File: src/rtl/pic_priority_isr.sv
// 8259 priority resolver, ISR and INTA sequencer.
// Fixed priority, fully nested; drives IRR clear/freeze and the vector.
module pic_priority_isr #(
  parameter logic [2:0] SPURIOUS_LEVEL = 3'd7
) (
  input  logic       clk,
  input  logic       rst_n,
  input  logic [7:0] IRR_Output,
  input  logic [7:0] IMR,
  input  logic       inta_n,
  input  logic       aeoi,
  input  logic       eoi_ns,
  input  logic       eoi_sp,
  input  logic [2:0] eoi_level,
  input  logic [4:0] vector_base,
  output logic       int_out,
  output logic [7:0] clear_IRR,
  output logic       freeze,
  output logic [7:0] ISR,
  output logic [7:0] vector_out,
  output logic       vector_oe
);

  typedef enum logic [2:0] {
    S_IDLE,
    S_WAIT1,
    S_ACK1,
    S_WAIT2,
    S_ACK2
  } state_t;

  state_t     r_state;
  state_t     w_state_n;
  logic       r_inta_q;
  logic [2:0] r_lvl;
  logic       r_spur;
  logic [7:0] w_pend;
  logic [2:0] w_req_lvl;
  logic [3:0] w_isr_lvl;
  logic       w_cond;
  logic       w_fall;
  logic       w_rise;
  logic [7:0] w_set;
  logic [7:0] w_clr;
  logic       w_int_n;

  assign w_pend = IRR_Output & ~IMR;
  assign w_fall = r_inta_q & ~inta_n;
  assign w_rise = ~r_inta_q & inta_n;

  // Lowest set index of pending requests and of the ISR (8 = empty).
  always_comb begin
    w_req_lvl = 3'd0;
    w_isr_lvl = 4'd8;
    for (int i = 7; i >= 0; i--) begin
      if (w_pend[i]) w_req_lvl = 3'(i);
      if (ISR[i])    w_isr_lvl = 4'(i);
    end
  end

  assign w_cond = (w_pend != 8'h00) && ({1'b0, w_req_lvl} < w_isr_lvl);

  // Next state and next int_out.
  always_comb begin
    w_state_n = r_state;
    unique case (r_state)
      S_IDLE:  if (w_fall) w_state_n = S_ACK1;
               else if (w_cond) w_state_n = S_WAIT1;
      S_WAIT1: if (w_fall) w_state_n = S_ACK1;
               else if (!w_cond) w_state_n = S_IDLE;
      S_ACK1:  if (w_rise) w_state_n = S_WAIT2;
      S_WAIT2: if (w_fall) w_state_n = S_ACK2;
      S_ACK2:  if (w_rise) w_state_n = S_IDLE;
      default: w_state_n = S_IDLE;
    endcase
    w_int_n = 1'b0;
    unique case (w_state_n)
      S_IDLE, S_WAIT1: w_int_n = w_cond;
      S_ACK1:          w_int_n = int_out;
      default:         w_int_n = 1'b0;
    endcase
  end

  // ISR set/clear masks; EOI decodes the pre-update ISR.
  always_comb begin
    w_set = 8'h00;
    w_clr = 8'h00;
    if ((r_state == S_IDLE || r_state == S_WAIT1) && w_fall && w_cond)
      w_set = 8'h01 << w_req_lvl;
    if (eoi_sp)
      w_clr = 8'h01 << eoi_level;
    else if (eoi_ns && w_isr_lvl != 4'd8)
      w_clr = 8'h01 << w_isr_lvl[2:0];
    if (r_state == S_ACK2 && w_rise && aeoi && !r_spur)
      w_clr = w_clr | (8'h01 << r_lvl);
  end

  // State register and registered outputs.
  always_ff @(posedge clk) begin
    if (!rst_n) begin
      r_state    <= S_IDLE;
      r_inta_q   <= 1'b1;
      r_lvl      <= 3'd0;
      r_spur     <= 1'b0;
      int_out    <= 1'b0;
      clear_IRR  <= 8'h00;
      freeze     <= 1'b0;
      ISR        <= 8'h00;
      vector_out <= 8'h00;
      vector_oe  <= 1'b0;
    end else begin
      r_state   <= w_state_n;
      r_inta_q  <= inta_n;
      int_out   <= w_int_n;
      clear_IRR <= w_set;
      ISR       <= (ISR & ~w_clr) | w_set;
      if ((r_state == S_IDLE || r_state == S_WAIT1) && w_fall) begin
        r_lvl  <= w_cond ? w_req_lvl : SPURIOUS_LEVEL;
        r_spur <= ~w_cond;
        freeze <= 1'b1;
      end
      if (r_state == S_WAIT2 && w_fall) begin
        vector_out <= {vector_base, r_lvl};
        vector_oe  <= 1'b1;
      end
      if (r_state == S_ACK2 && w_rise) begin
        vector_oe <= 1'b0;
        freeze    <= 1'b0;
      end
    end
  end

endmodule
File: config.mk
export PLATFORM = sky130hd
export DESIGN_NAME = pic_priority_isr
export DESIGN_NICKNAME = d
export VERILOG_FILES = /design/src/rtl/pic_priority_isr.sv
export SDC_FILE = /design/constraint.sdc
export NUM_CORES = 1
export LEC_CHECK = 0
export ABC_AREA = 1
export CAP_MARGIN = 20
export CORE_MARGIN = 2
export CORE_UTILIZATION = 50
export CTS_CLUSTER_DIAMETER = 40
export CTS_CLUSTER_SIZE = 10
export DETAILED_ROUTE_END_ITERATION = 10
export PLACE_DENSITY_LB_ADDON = 0.08
export SLEW_MARGIN = 20
export SYNTH_ARGS = -nofsm -noshare
export SYNTH_HDL_FRONTEND = slang
export SYNTH_SLANG_ARGS = --single-unit
File: constraint.sdc
create_clock -name clk -period 3.2 [get_ports clk]
set_input_delay 0.48 -clock clk [delete_from_list [all_inputs] [get_ports clk]]
set_output_delay 0.48 -clock clk [all_outputs]
set_load 0.01 [all_outputs]
==> impl_metrics.ini <==
[status]
outcome = finished clean

[min_path]
hp-class = reg -> reg

[drt]
vias_per_cell = 5.18
maxUsedRoutingLayer = met4
drt_iter0_drc = 119
wirelength_mm = 4.87
wl_met1_mm = 2.22
wl_met2_mm = 2.12
first_pass_iters = 5
ant_nets = 0
vias = 1957
wl_per_cell_um = 12.9
routed-wl-met3_um = 430
drt_drc_violations_left = 0

[clock_tree]
tritoncts = done
post-cts-setup-buffers = 0
clockBufferDepth = 2
clock_latency_ns = 0.29
cts-resized-gates = 0
cts.sinks = 35
cts_root_buffer = clkbuf_8
clkTransAtPathRegs_ns = 0.07
hold_buffers = 0
h-tree-depth = 2
cts_made_buffers = 5

[finish]
fin_area_um2 = 2630
area_growth_pct = 41.0
antennaDiodeCount = 0
final_cells = 378
drive_gt1_frac = 0.103
fin_nets = 361
fillCellCount = 309

[worst_setup_path]
cpPeakStageDelay_ns = 0.45
end_kind = flip-flop
startpoint_type = input pin
cp_num_buf_inv = 3
crit_required_ns = 3.39
worstPathArrival_ns = 2.48
critPathKind = in -> reg
critPathSlowestCell = clkdlybuf4s50_1
critPathMaxFanout = 9
path_cells = clkdlybuf4s50_1, inv_1, o21ai_1, nand3_1, a21oi_1, ha_1, nand2_1, nand2_1, nand2_2, nand2_4, nor2_8, nand2_4, o211ai_2, inv_2
critical_path.top_delay_family = simple AND/OR/NAND/NOR gates

[synthesis]
synth-edff-count = 0
ys_seq_elements = 35
synth_cell_types = 30
syn_area_um2 = 1870
synthCells = 267
synth.avg_cell_area_um2 = 6.99
async_reset_ff_frac = 0
syn_nets = 299
yosysWarnings = 0
yosysSeqAreaShare = 0.376
synthFlopType = dfxtp_1

[job]
timing.max_cap.violations = 0

[floorplan]
core_area_um2 = 3630
fp-row-count = 22
die_x_um = 65.1
die_y_um = 65.1
io_pins = 57
dieArea_um2 = 4240
initial_core_util = 0.513

[timing]
finalMaxSlewViolations = 0
worst_slew_pin_slew_ns = 0.582
finalSetupViolCount = 0
min_period_over_period = 0.714
finalCriticalPeriod_ns = 2.29
hold_viol = 0
fin_skew_ns = 0.00372
max_freq_ghz = 0.437
slew_headroom = 0.607
setup_tns_ns = 0
grt_setup_unrepaired = no

[place]
routabilityCongestion = 0.956
placed_area_um2 = 2490
dp_hpwl_mm = 3.50
dp_cells = 370
io_buffers = 56

[global_routing]
antenna_found_initial = 0
first_global_vias = 1782
grt_use_total = 0.239
grt_pass1_wl_mm = 7.87
grt_overflow = 0
grt_max_degree = 20

[power_and_ir_drop]
power.density_nw_per_um2 = 476
power_mw = 1.25
irDropWorstVdd_uv = 430
leakagePower_nw = 1.19
area by class of cell:
type	instances	area, um2	share of cell area
Multi-Input combinational cell	168	925	0.352
Sequential cell	35	701	0.266
Timing Repair Buffer	59	583	0.222
Inverter	60	225	0.0856
Clock buffer	5	68.8	0.0262
Clock inverter	3	67.6	0.0257
Tap cell	48	60.1	0.0228
stage by stage:
step / setup slack, ns / hold slack [ns] / util
final: 0.914 / 0.475 / 0.724
after global routing: 0.702 / 0.520 / 0.724
after CTS: 0.916 / 0.482 / 0.724
after detailed placement: 0.618 / 0.467 / 0.686
after global placement: 0.697 / 0.454 / 0.686
after floorplan: 1.13 / 0.467 / -
layout by cell type (no fill, tap or decap):
cell type	count
clkdlybuf4s50_1	56
or4_1	1
inv_2	2
bufinv_16	2
o211ai_2	1
a21oi_4	1
nor2_8	1
o21ai_2	3
o41ai_1	1
ha_1	2
clkinvlp_4	1
nand3_1	14
clkbuf_8	5
and3_1	1
a21oi_1	14
o21ai_0	8
o311ai_0	3
nor2_1	43
nor3_2	2
nand2_2	2
nor2_2	2
o2111ai_1	3
or2_2	1
a211oi_1	1
nand2_1	35
o21ai_1	5
nand2_4	3
buf_4	3
dfxtp_1	35
nand4_1	11
o22ai_2	5
o211ai_1	1
nor3_1	4
inv_1	58
metal layers:
layer	up-vias	global-route usage
li1	986	-
met1	876	0.323
met2	84	0.363
met3	11	0.0590
met4	0	0.102
met5	-	0
where the power goes:
part | internal (mW) | total, mW | leakage (nW) | switching [mW]
clock network | 0.311 | 0.483 | 0.0644 | 0.172
logic | 0.121 | 0.280 | 0.844 | 0.159
registers | 0.463 | 0.488 | 0.285 | 0.0251
total | 0.895 | 1.25 | 1.19 | 0.356
final timing paths:
kind / startpoint / cells past startpoint / slack (ns) / end
max: IRR_Output[7] / 14 / 0.91 / r_lvl[2]
min: vector_oe / 2 / 0.47 / vector_oe
max reg2reg: ISR[1] / 12 / 1.16 / ISR[3]
min reg2reg: vector_oe / 2 / 0.47 / vector_oe
cell families (layout without fill, tap and decap cells):
| logic type | Yosys count | count (layout) | synth area share |
|---|---|---|---|
| adders and majority gates | 2 | 2 | 0.0134 |
| DFF | 35 | 35 | 0.376 |
| AOI/OAI and AO/OA | 46 | 46 | 0.176 |
| and+or+nand+nor | 120 | 120 | 0.306 |
| buffers and inverters | 64 | 127 | 0.129 |
worst reg2reg max path, delay by kind of cell, from the launching register on:
family	cells	cell delay, ns
compound gates	1	0.09
buf+inv	3	0.32
simple gates	7	0.90
flops	1	0.32
fa+ha+maj	1	0.28
state kept, by name (all words and copies together) (netlist names):
signal and flops:
vector_out 8, r_lvl 3, freeze 1, int_out 1, r_state 3, r_inta_q 1
ISR 8, clear_IRR 8, vector_oe 1, r_spur 1
cell usage after synthesis, types with 3 or more instances:
library cell | number | area [um2]
inv_1 | 58 | 218
nor2_1 | 43 | 161
dfxtp_1 | 35 | 701
nand2_1 | 35 | 131
a21oi_1 | 14 | 70.1
nand3_1 | 14 | 70.1
nand4_1 | 11 | 68.8
o21ai_0 | 8 | 40.0
o21ai_1 | 5 | 25.0
o22ai_2 | 5 | 62.6
clkbuf_1 | 4 | 15.0
nor3_1 | 4 | 20.0
nand2_4 | 3 | 33.8
o2111ai_1 | 3 | 26.3
o21ai_2 | 3 | 26.3
o311ai_0 | 3 | 26.3
Note: power is estimated with default switching activity, not from simulation.
